[config.mk]
export PLATFORM = sky130hd
export DESIGN_NAME = aeolus_step_controller_flat
export DESIGN_NICKNAME = d
export VERILOG_FILES = /design/src/rtl/aeolus_step_controller_if.sv /design/src/rtl/aeolus_step_controller.sv /design/src/flat_wrapper.sv
export SDC_FILE = /design/constraint.sdc
export NUM_CORES = 1
export LEC_CHECK = 0
export CAP_MARGIN = 20
export CORE_ASPECT_RATIO = 0.7
export CORE_MARGIN = 3
export CORE_UTILIZATION = 38
export CTS_CLUSTER_SIZE = 10
export DETAILED_ROUTE_END_ITERATION = 10
export GPL_TIMING_DRIVEN = 0
export PLACE_DENSITY = 0.65
export SETUP_SLACK_MARGIN = 0.02
export SYNTH_ARGS = -nofsm -noshare
export SYNTH_HDL_FRONTEND = slang
export SYNTH_SLANG_ARGS = --single-unit
[constraint.sdc]
create_clock -name boardCLK -period 3.2 [get_ports boardCLK]
set_input_delay 0.8 -clock boardCLK [delete_from_list [all_inputs] [get_ports boardCLK]]
set_output_delay 0.8 -clock boardCLK [all_outputs]
set_load 0.01 [all_outputs]
[src/rtl/aeolus_step_controller_if.sv]
// Core-side link of the Aeolus step controller: execute enable and retired count
// towards the core, HALT decode and PC back from it.
interface aeolus_step_controller_if #(
  parameter int PC_W = 4
);
  logic            cpuEn;
  logic [7:0]      instrCount;
  logic            haltReq;
  logic [PC_W-1:0] pc;

  modport master (output cpuEn, output instrCount, input haltReq, input pc);
  modport slave  (input cpuEn, input instrCount, output haltReq, output pc);
endinterface

[src/rtl/aeolus_step_controller.sv]
// Aeolus execution sequencer: RUN / single-STEP / HALT control of the core's
// one-cycle execute enable. Breakpoint logic is built only with AEOLUS_BREAKPOINT_EN.
module aeolus_step_controller #(
  parameter int DIV      = 4,
  parameter int DEBOUNCE = 16,
  parameter int PC_W     = 4
) (
  input  logic                       boardCLK,
  input  logic                       reset,
  input  logic                       runSw,
  input  logic                       stepBtn,
  input  logic [PC_W-1:0]            bpAddr,
  input  logic                       bpArm,
  output logic [1:0]                 state,
  output logic                       bpHit,
  aeolus_step_controller_if.master   core
);

  localparam logic [1:0] S_IDLE = 2'b00;
  localparam logic [1:0] S_RUN  = 2'b01;
  localparam logic [1:0] S_STEP = 2'b10;
  localparam logic [1:0] S_HALT = 2'b11;

  localparam logic [7:0]  PRESC_LAST = 8'(DIV - 1);
  localparam logic [15:0] DB_FULL    = 16'(DEBOUNCE);
  localparam logic [15:0] DB_LAST    = 16'(DEBOUNCE - 1);

  logic [1:0]  r_state;
  logic        r_cpu_en;
  logic [7:0]  r_count;
  logic [7:0]  r_presc;
  logic        r_sync1;
  logic        r_sync2;
  logic [15:0] r_db_cnt;
  logic        r_step_ev;

  logic [1:0]  w_state_nxt;
  logic        w_en_nxt;
  logic [7:0]  w_presc_nxt;
  logic        w_tick;
  logic        w_bp_match;
  logic        w_bp_set;
  logic        w_bp_clr;

  // Step button: 2-FF synchroniser, then a saturating run-length counter that
  // fires a single event on the cycle the run first reaches DEBOUNCE.
  // NOTE: sequential state uses <= only, so every flop samples pre-edge values.
  always_ff @(posedge boardCLK) begin
    if (reset) begin
      r_sync1   <= 1'b0;
      r_sync2   <= 1'b0;
      r_db_cnt  <= '0;
      r_step_ev <= 1'b0;
    end else begin
      r_sync1   <= stepBtn;
      r_sync2   <= r_sync1;
      r_step_ev <= r_sync2 && (r_db_cnt == DB_LAST);
      if (!r_sync2)
        r_db_cnt <= '0;
      else if (r_db_cnt != DB_FULL)
        r_db_cnt <= r_db_cnt + 16'd1;
    end
  end

`ifdef AEOLUS_BREAKPOINT_EN
  assign w_bp_match = bpArm && (core.pc == bpAddr);
`else
  assign w_bp_match = 1'b0;
`endif

  assign w_tick = (r_presc == PRESC_LAST);

  // NOTE: every always_comb output gets a default first, so no path infers a latch.
  always_comb begin
    w_state_nxt = r_state;
    w_en_nxt    = 1'b0;
    w_presc_nxt = '0;
    w_bp_set    = 1'b0;
    w_bp_clr    = 1'b0;
    case (r_state)
      S_IDLE: begin
        if (runSw) begin
          w_state_nxt = S_RUN;
        end else if (r_step_ev) begin
          w_state_nxt = S_STEP;
          w_en_nxt    = 1'b1;
        end
      end
      S_RUN: begin
        // Exits drop any tick in flight and leave the prescaler cleared.
        if (core.haltReq) begin
          w_state_nxt = S_HALT;
        end else if (!runSw) begin
          w_state_nxt = S_IDLE;
        end else if (w_tick && w_bp_match) begin
          w_state_nxt = S_HALT;
          w_bp_set    = 1'b1;
        end else begin
          w_en_nxt    = w_tick;
          w_presc_nxt = w_tick ? 8'd0 : r_presc + 8'd1;
        end
      end
      S_STEP: begin
        w_state_nxt = S_IDLE;
      end
      S_HALT: begin
        if (!runSw) begin
          w_state_nxt = S_IDLE;
          w_bp_clr    = 1'b1;
        end
      end
      default: begin
        w_state_nxt = S_IDLE;
      end
    endcase
  end

  // NOTE: reset is synchronous and overrides every other input, so a pending pulse is lost.
  always_ff @(posedge boardCLK) begin
    if (reset) begin
      r_state  <= S_IDLE;
      r_cpu_en <= 1'b0;
      r_presc  <= '0;
      r_count  <= '0;
    end else begin
      r_state  <= w_state_nxt;
      r_cpu_en <= w_en_nxt;
      r_presc  <= w_presc_nxt;
      r_count  <= r_count + {7'd0, r_cpu_en};
    end
  end

`ifdef AEOLUS_BREAKPOINT_EN
  logic r_bp_hit;

  always_ff @(posedge boardCLK) begin
    if (reset)
      r_bp_hit <= 1'b0;
    else if (w_bp_set)
      r_bp_hit <= 1'b1;
    else if (w_bp_clr)
      r_bp_hit <= 1'b0;
  end

  assign bpHit = r_bp_hit;
`else
  logic w_unused_bp;
  assign w_unused_bp = ^{bpAddr, bpArm, core.pc, w_bp_set, w_bp_clr};
  assign bpHit       = 1'b0;
`endif

  assign state           = r_state;
  assign core.cpuEn      = r_cpu_en;
  assign core.instrCount = r_count;

endmodule
[src/flat_wrapper.sv]
// flat-port wrapper written by rule: the top's interface ports become plain ports
module aeolus_step_controller_flat 
#(
  parameter int DIV      = 4,
  parameter int DEBOUNCE = 16,
  parameter int PC_W     = 4
)
  (boardCLK, reset, runSw, stepBtn, bpAddr, bpArm, state, bpHit, core_cpuEn, core_instrCount, core_haltReq, core_pc);
  aeolus_step_controller_if #(.PC_W(PC_W)) core_i ();
  input  logic boardCLK;
  input  logic reset;
  input  logic runSw;
  input  logic stepBtn;
  input  logic [PC_W-1:0] bpAddr;
  input  logic bpArm;
  output logic [1:0] state;
  output logic bpHit;
  output wire logic [$bits(core_i.cpuEn)-1:0] core_cpuEn;
  output wire logic [$bits(core_i.instrCount)-1:0] core_instrCount;
  input wire logic [$bits(core_i.haltReq)-1:0] core_haltReq;
  input wire logic [$bits(core_i.pc)-1:0] core_pc;
  assign core_cpuEn = core_i.cpuEn;
  assign core_instrCount = core_i.instrCount;
  assign core_i.haltReq = core_haltReq;
  assign core_i.pc = core_pc;
  aeolus_step_controller #(.DIV(DIV), .DEBOUNCE(DEBOUNCE), .PC_W(PC_W)) u_core (.boardCLK(boardCLK), .reset(reset), .runSw(runSw), .stepBtn(stepBtn), .bpAddr(bpAddr), .bpArm(bpArm), .state(state), .bpHit(bpHit), .core(core_i));
endmodule
==> results.cfg <==
[global_route]
grt_max_degree = 11
grtUsageMet1_pct = 18.2
antenna_found_initial = 0
gr-usage-met2_pct = 17.1
grt_pass1_vias = 1200
grtUsageTotal_pct = 12.6
top_usage_layer = met1
grtUsageMet3_pct = 4.10
grt_pass1_wl_um = 5530
grt_overflow = 0

[synth]
synth_mux_area_share_pct = 4.16
ys_seq_area_share_pct = 44.4
synth_fa_ha_area_share_pct = 3.65
synth_top_family_by_area = simple AND/OR/NAND/NOR gates
synth_edf_count = 0
syn_area_per_cell_um2 = 9.02
synthSimpleGateAreaFrac_pct = 29.9
synth_compound_area_share_pct = 10.7
synth_seq_cells = 38
synth_xor_area_share_pct = 4.09
synth_warnings = 0
ys.flop_type = dfxtp_1
syn-cell-area_um2 = 1710
syn_nets = 209
synth.distinct_cells = 36
synth_cells = 190
async_reset_ff_share_pct = 0

[timing]
drv_slew = 0
fin_crit_ps = 2170
finalCritPeriodShare_pct = 67.7
setup-tns-final_ps = 0
fmax_ghz = 0.462
finalHoldViolations = 0
holdWs_ps = 440
setup_viol = 0
rsz0062_at_grt = false
skew_ps = 3.02

[hold_path]
hold_path_class = flip-flop to flip-flop
hp-start = u_core.r_sync1

[clocking]
cts_resized = 0
h-tree-depth = 2
tritoncts_num_sinks = 38
cts_tree = done
clockBufferDepth = 2
cts_buffers = 5
cts_setup_buffers = 0
clk_latency_ps = 280
cts_root_buffer = clkbuf_8
clk_pin_slew_ps = 70
ctsHoldBuffers = 0

[critical_path]
criticalPathCategory = input pin to flip-flop
worstSetupEndpointType = flip-flop
critPathArrivalTime_ps = 2370
worstPathRequired_ps = 3400
reg2reg_from = u_core.r_db_cnt[11]
startpoint_type = input pin
path_max_fanout = 10
crit_start = reset

[place]
dp_hpwl_um = 2290
placed_cells = 257
place_congestion = 0.771
portBuffers = 15

[die]
initial_utilization_pct = 41.4
io_pins = 26
die_area_um2 = 5370
rows = 19
die_w_um = 86.3
coreArea_um2 = 4140
fp.dieH_um = 62.2

[route]
routed_via_density = 5.20
dr.pass1.iters = 4
num_vias = 1367
wire_per_inst_um = 12.0
ant_nets = 0
post-route-drc-count = 0
initialDrtViolationCount = 66
postRouteWirelength_um = 3160

[pwr]
ir_worst_vdd_mv = 0.216
p_leak_nw = 0.632
p_total_mw = 0.825
powerDensity_nw_per_um2 = 410

[layout]
final_cells = 263
syn_to_final_growth_pct = 17.4
n_fill_cell = 409
n_antenna_cell = 0
final_common_cell = dfxtp_1
drive_above_1_share_pct = 6.16
layout_common_cells = 38 x dfxtp_1, 15 x clkdlybuf4s50_1, 14 x nand2_1, 14 x a21oi_1
nets = 231

[outcome]
status = finished, final reports clean

[run]
maxCapViolations = 0
-- cell type report --
| class | count | area (um2) | share of cell area [%] |
|---|---|---|---|
| Tap cell | 52 | 65.1 | 3.23 |
| Buffer | 6 | 26.3 | 1.31 |
| Timing Repair Buffer | 15 | 150 | 7.46 |
| Inverter | 6 | 22.5 | 1.12 |
| Sequential cell | 38 | 761 | 37.8 |
| Multi-Input combinational cell | 140 | 905 | 45.0 |
| Clock buffer | 6 | 82.6 | 4.10 |
-- path summary, 6_finish.rpt --
path | to | slack, ps | cells after the start
max reg2reg | u_core.r_db_cnt[1] | 1570 | 3
max | u_core.r_db_cnt[0] | 1030 | 5
min | u_core.r_sync2 | 440 | 1
min reg2reg | u_core.r_sync2 | 440 | 1
-- logic make-up after synthesis --
group / Yosys count
XOR/XNOR: 8
buffers and inverters: 12
AND/OR/NAND/NOR: 87
adder cells (fa/ha/maj): 5
AO/OA/AOI/OAI: 32
multiplexers: 7
other: 1
flip-flops: 38
-- critical path: stages --
cell	delay, ps
clkdlybuf4s50_1	540
nor2b_1	390
clkbuf_1	380
nand2_1	90
mux2i_1	170
-- per-layer routing --
| metal | part of all wire [%] | up-vias |
|---|---|---|
| li1 | - | 730 |
| met1 | 55 | 611 |
| met5 | 0 | - |
| met4 | 0.86 | 0 |
| met2 | 39 | 22 |
| met3 | 4.7 | 4 |
-- cell usage after synthesis, types with 2 or more instances --
cell type | n | area, um2
a21oi_1 | 14 | 70.1
inv_1 | 6 | 22.5
ha_1 | 5 | 62.6
mux2i_1 | 6 | 60.1
nand2_1 | 14 | 52.6
xor2_1 | 4 | 35.0
nor2b_1 | 6 | 37.5
or4_4 | 2 | 22.5
o21ai_0 | 9 | 45.0
nand3_1 | 10 | 50.1
dfxtp_1 | 38 | 761
nor3_1 | 2 | 10.0
or3_1 | 10 | 62.6
nand2b_1 | 8 | 50.1
nor4_2 | 2 | 25.0
or4_1 | 4 | 30.0
o21a_1 | 2 | 15.0
xnor2_1 | 4 | 35.0
clkbuf_1 | 5 | 18.8
o31ai_1 | 4 | 30.0
nor2_1 | 10 | 37.5
nand4_1 | 6 | 37.5
nor4_1 | 6 | 37.5
-- sequential cells by signal, summed over array words and instances, names as in the netlist --
register	flops
u_core.core.cpuEn	1
u_core.core.instrCount	8
u_core.r_db_cnt	16
u_core.r_presc	8
u_core.r_step_ev	1
u_core.r_sync1	1
u_core.r_sync2	1
u_core.state	2
-- where the power goes --
| group | total (mW) | internal (mW) | switching [mW] |
|---|---|---|---|
| clock network | 0.321 | 0.166 | 0.155 |
| logic | 0.0256 | 0.0131 | 0.0125 |
| registers | 0.479 | 0.476 | 0.00316 |
| total | 0.825 | 0.655 | 0.170 |
-- stage by stage --
| stage | setup WS, ps | area (um2) | utilization (%) |
|---|---|---|---|
| after floorplan | 1610 | 1710 | - |
| after global routing | 822 | 2010 | 48.6 |
| after CTS | 999 | 2010 | 48.6 |
| after global placement | 732 | 1930 | 46.6 |
| after detailed placement | 700 | 1930 | 46.6 |
| final | 1030 | 2010 | 48.6 |
(Power assumes the default switching activity.)
